--- src/rtl/fetch_control.sv ---
// Instruction fetch front end: drives a single-outstanding instruction memory
// port and fills the IF/ID pipeline register. Handles stalls, redirects and wait states.
module fetch_control #(
  parameter logic [8:0] RESET_PC = 9'd0
) (
  input  logic        clk,
  input  logic        rst,
  input  logic        PCSrcE,
  input  logic [8:0]  PCTargetE,
  input  logic        StallD,
  output logic        imem_req,
  output logic [8:0]  imem_addr,
  input  logic        imem_ack,
  input  logic [31:0] imem_rdata,
  output logic [31:0] InstrD,
  output logic [8:0]  PCD,
  output logic [8:0]  PCPlus4D,
  output logic        ValidD
);

  typedef enum logic [1:0] {
    S_IDLE  = 2'd0,
    S_REQ   = 2'd1,
    S_HOLD  = 2'd2,
    S_DRAIN = 2'd3
  } state_t;

  state_t      r_state;
  state_t      w_state_nxt;

  logic [8:0]  r_pcf;
  logic [8:0]  w_pcf_nxt;
  logic [8:0]  r_drain_addr;
  logic [8:0]  w_drain_addr_nxt;

  logic [31:0] r_skid_instr;
  logic [31:0] w_skid_instr_nxt;
  logic [8:0]  r_skid_pc;
  logic [8:0]  w_skid_pc_nxt;

  logic [31:0] r_instr_d;
  logic [31:0] w_instr_d_nxt;
  logic [8:0]  r_pc_d;
  logic [8:0]  w_pc_d_nxt;
  logic [8:0]  r_pc_plus4_d;
  logic [8:0]  w_pc_plus4_d_nxt;
  logic        r_valid_d;
  logic        w_valid_d_nxt;

  logic        w_req_active;
  logic        w_ack;
  logic [8:0]  w_pcf_plus4;
  logic [8:0]  w_skid_pc_plus4;

  // The request is gated by rst so an abandoned transaction is dropped immediately.
  assign w_req_active    = (r_state == S_REQ) || (r_state == S_DRAIN);
  assign imem_req        = w_req_active && !rst;
  assign imem_addr       = (r_state == S_DRAIN) ? r_drain_addr : r_pcf;
  assign w_ack           = imem_ack && imem_req;
  assign w_pcf_plus4     = r_pcf + 9'd4;
  assign w_skid_pc_plus4 = r_skid_pc + 9'd4;

  assign InstrD   = r_instr_d;
  assign PCD      = r_pc_d;
  assign PCPlus4D = r_pc_plus4_d;
  assign ValidD   = r_valid_d;

  always_comb begin
    // NOTE: every signal gets a default before the case so no latch is inferred.
    w_state_nxt      = r_state;
    w_pcf_nxt        = r_pcf;
    w_drain_addr_nxt = r_drain_addr;
    w_skid_instr_nxt = r_skid_instr;
    w_skid_pc_nxt    = r_skid_pc;
    w_instr_d_nxt    = r_instr_d;
    w_pc_d_nxt       = r_pc_d;
    w_pc_plus4_d_nxt = r_pc_plus4_d;
    w_valid_d_nxt    = r_valid_d;

    // Decode consumes the current instruction whenever it is not stalled.
    if (!StallD) begin
      w_valid_d_nxt = 1'b0;
    end

    unique case (r_state)
      S_IDLE: begin
        w_state_nxt = S_REQ;
      end

      S_REQ: begin
        if (w_ack) begin
          if (!PCSrcE) begin
            w_pcf_nxt = w_pcf_plus4;
            if (StallD && r_valid_d) begin
              w_skid_instr_nxt = imem_rdata;
              w_skid_pc_nxt    = r_pcf;
              w_state_nxt      = S_HOLD;
            end else begin
              w_instr_d_nxt    = imem_rdata;
              w_pc_d_nxt       = r_pcf;
              w_pc_plus4_d_nxt = w_pcf_plus4;
              w_valid_d_nxt    = 1'b1;
            end
          end
        end else if (PCSrcE) begin
          // The memory still owes a response for the old address; wait it out.
          w_drain_addr_nxt = r_pcf;
          w_state_nxt      = S_DRAIN;
        end
      end

      S_HOLD: begin
        if (!StallD) begin
          w_instr_d_nxt    = r_skid_instr;
          w_pc_d_nxt       = r_skid_pc;
          w_pc_plus4_d_nxt = w_skid_pc_plus4;
          w_valid_d_nxt    = 1'b1;
          w_state_nxt      = S_REQ;
        end
      end

      S_DRAIN: begin
        if (w_ack) begin
          w_state_nxt = S_REQ;
        end
      end

      default: begin
        w_state_nxt = S_IDLE;
      end
    endcase

    // A redirect beats stalls and any word returning this cycle.
    if (PCSrcE) begin
      w_pcf_nxt     = PCTargetE;
      w_valid_d_nxt = 1'b0;
      if (r_state == S_IDLE || r_state == S_HOLD) begin
        w_state_nxt = S_REQ;
      end
    end
  end

  always_ff @(posedge clk) begin
    // NOTE: state registers use non-blocking assignments so every flop sees pre-edge values.
    if (rst) begin
      r_state      <= S_IDLE;
      r_pcf        <= RESET_PC;
      r_drain_addr <= RESET_PC;
      r_skid_instr <= 32'd0;
      r_skid_pc    <= 9'd0;
      r_instr_d    <= 32'd0;
      r_pc_d       <= 9'd0;
      r_pc_plus4_d <= 9'd0;
      r_valid_d    <= 1'b0;
    end else begin
      r_state      <= w_state_nxt;
      r_pcf        <= w_pcf_nxt;
      r_drain_addr <= w_drain_addr_nxt;
      r_skid_instr <= w_skid_instr_nxt;
      r_skid_pc    <= w_skid_pc_nxt;
      r_instr_d    <= w_instr_d_nxt;
      r_pc_d       <= w_pc_d_nxt;
      r_pc_plus4_d <= w_pc_plus4_d_nxt;
      r_valid_d    <= w_valid_d_nxt;
    end
  end

endmodule

--- config.mk ---
export PLATFORM = sky130hd
export DESIGN_NAME = fetch_control
export DESIGN_NICKNAME = d
export VERILOG_FILES = /design/src/rtl/fetch_control.sv
export SDC_FILE = /design/constraint.sdc
export NUM_CORES = 1
export LEC_CHECK = 0
export CELL_PAD_IN_SITES_DETAIL_PLACEMENT = 0
export CELL_PAD_IN_SITES_GLOBAL_PLACEMENT = 1
export CORE_MARGIN = 3
export CORE_UTILIZATION = 38
export CTS_CLUSTER_DIAMETER = 50
export DETAILED_ROUTE_END_ITERATION = 7
export PLACE_DENSITY_LB_ADDON = 0.1
export SYNTH_ARGS = -nofsm -noshare
export SYNTH_HDL_FRONTEND = slang
export SYNTH_SLANG_ARGS = --single-unit
--- constraint.sdc ---
create_clock -name clk -period 2.65 [get_ports clk]
set_clock_uncertainty 0.05 [all_clocks]
set_input_delay 0.3975 -clock clk [delete_from_list [all_inputs] [get_ports clk]]
set_output_delay 0.3975 -clock clk [all_outputs]
set_load 0.01 [all_outputs]
==> qor.txt <==
per-cell routed wire length - 15.1 um
antenna violations before repair - 0
IO buf count - 106
Post-Syn Area - 4990 sq um
top_reg_cell synth - dfxtp_1
CTS Hold Bufs - 0
setup tns final - 0 ns
first-pass GRT wire length - 20200 um
Yosys cell types - 40
leading area contributor after synthesis - dfxtp_1
critical path class - flop to primary output
Cell Int Power - 2.99 mW
Clock Tree Buf Depth - 2
final hold violations - 0
worst-margin pin slew - 0.961 ns
All-Layer GR Usage - 0.173
synth top area cells - dfxtp_1 44%, mux2i_1 11%, a211oi_2 8.3%, nand2_1 6.8%, nor2_1 4.8%
Initial Utilization - 0.393
worst slack, placed - 0.147 ns
vias per inst - 5.03
fin. max-slew vios - 0
die height - 121 um
maxcap violations - 0
end of the worst hold path - r_skid_instr[9]
final wirelength - 12300 um
Num CTS Buffers - 9
worst flop-to-flop path startpoint - r_state[1]
worst-skew pair later-pin latency - 0.35 ns
Max VDD drop - 371 uV
PwrDens - 613 nW/um^2
largest net degree at the start of global routing - 83
fin crit period - 2.48 ns
share of cells above drive strength 1 - 0.120
NetSw - 1.04 mW
initial DRC count - 240
worst reg2reg setup slack - 0.49 ns
Reg power frac - 0.455
Post-synth EDFFs - 0
Worst Hold Class - flop to flop
most common cell in the synthesized netlist - dfxtp_1
Die Wd - 121 um
Core Rows - 41
RSZ-0062 raised after global routing - no
Area growth syn-to-layout - 31.6%
leak pwr - 2.16 nW
period utilisation layout - 0.935
GRT overflow - 0
post-synth net total - 607
combinational group share of total power - 0.192
CTS tree - done
hold depth - 2
gpl congestion - 0.746
DP Wirelength - 8320 um
Pre-antenna DRT Iters - 4
die area - 14600 sq um
postcts setup bufs - 0
Hold Path Origin - r_skid_instr[9]
# IOs - 107
asr flop ratio synth - 0
CTS resizes - 0
clock slew at reported path FFs - 0.07 ns
Req. time, crit path - 2.20 ns
H-Tree Depth - 3
Clock Sinks - 110
Reg-to-Reg End - PCD[5]
Yosys reg bits - 110
post-route ant nets - 0
slew margin rel. - 0.359
status - completed
DRC viols - 0
syn avg cell area - 9.02 sq um
Synth Warn # - 0
CP endpoint kind - primary output
vias in the first global route - 4040
n_diodes - 0
clock share of power - 0.353
sw frac - 0.259
Core Region - 12700 sq um
maximum clock rate - 0.404 GHz
Reg2Reg Depth - 8
Root Buffer - clkbuf_16
CP max FO - 12
post-synth top area share - 0.441
endpoints failing setup - 0
NumNets Final - 692
WP data arrival - 2.03 ns
register area share after synthesis - 0.441
Setup crit start kind - flop
cells after synthesis - 554
synth cell count leaders - 110 x dfxtp_1, 91 x nand2_1, 64 x nor2_1, 56 x mux2i_1, 45 x a21oi_1
via count - 4103
final worst setup slack - 0.172 ns
-- worst max-delay path, cell delays in order (launching register included) --
cell,delay [ns]
dfxtp_1,0.45
ha_1,0.19
buf_4,0.20
mux2_2,0.36
clkdlybuf4s50_1,0.48
-- how the worst max path moves through the flow --
| stage | start | end | slack, ns | cells after the start |
|---|---|---|---|---|
| 6_report | r_state[1] | imem_addr[8] | 0.17 | 4 |
| 5_1_grt | r_state[1] | imem_addr[4] | 0.09 | 4 |
| 4_1_cts | r_state[1] | imem_addr[8] | 0.15 | 4 |
| 3_5_place_dp | imem_ack | PCD[5] | 0.15 | 7 |
| 3_3_place_gp | imem_ack | PCPlus4D[2] | 0.17 | 7 |
| 2_1_floorplan | r_state[0] | InstrD[0] | 0.72 | 8 |
-- flip-flops by register name, indices dropped and copies added, names as in the netlist --
register,count
r_skid_instr,32
ValidD,1
r_pcf,9
r_drain_addr,9
PCPlus4D,7
InstrD,32
r_state,2
r_skid_pc,9
PCD,9
-- stage by stage --
stage                util  area [sq um]  std cells  hold slack [ns]  total power [mW]
floorplan               -          4990        554            0.386              2.28
global placement    0.493          6270        800            0.391              2.64
detailed placement  0.493          6270        800            0.396              2.65
CTS                 0.517          6570        815            0.406              4.09
global route        0.517          6570        815            0.425              4.22
finish              0.517          6570        815            0.406              4.03
-- layer usage --
metal  share of wire  track usage  up-vias  wire (um)
met5               0            0        -          0
met3           0.036       0.0304       14        439
li1                -            -     2076          -
met1            0.47        0.221     1940       5810
met2            0.48        0.296       73       5910
met4           0.014       0.0552        0        171
-- power by group through the flow --
stage | clock [mW] | sequential, mW | combinational [mW]
3_5_place_dp | 0 | 1.87 | 0.782
2_1_floorplan | 0 | 1.88 | 0.392
6_report | 1.42 | 1.83 | 0.774
3_3_place_gp | 0 | 1.87 | 0.769
5_1_grt | 1.53 | 1.85 | 0.842
4_1_cts | 1.47 | 1.83 | 0.785
-- cells in the final DEF, fill, tap and decap left out, types with 6 or more instances in the layout --
cell type,synthesis,final
nor3_1,9,8
mux2_2,9,9
clkbuf_16,0,9
a21oi_1,45,45
dfxtp_1,110,110
ha_1,7,6
buf_4,7,14
a211oi_1,13,13
o21ai_0,8,8
a211oi_2,33,33
nand2_1,91,91
xnor2_1,8,8
clkdlybuf4s50_1,0,105
inv_1,6,6
nand2b_1,8,8
mux2i_1,56,56
nor2_1,64,64
-- cell families (layout without fill, tap and decap cells) --
family          count (synthesis)  after routing  synth area share
compound gates                116            116             0.184
flops                         110            110             0.441
mux                            65             65             0.133
xor+xnor                       10             10            0.0175
buf+inv                        56            145            0.0504
simple gates                  190            190             0.158
fa+ha+maj                       7              7            0.0175
-- layout make-up --
type | instances | area, sq um
Fill cell | 1224 | 6150
Tap cell | 172 | 215
Clock buffer | 11 | 233
Sequential cell | 110 | 2200
Clock inverter | 4 | 72.6
Timing Repair Buffer | 124 | 1260
Multi-Input combinational cell | 388 | 2570
Inverter | 6 | 22.5
Power figures use the tool's default switching activity.
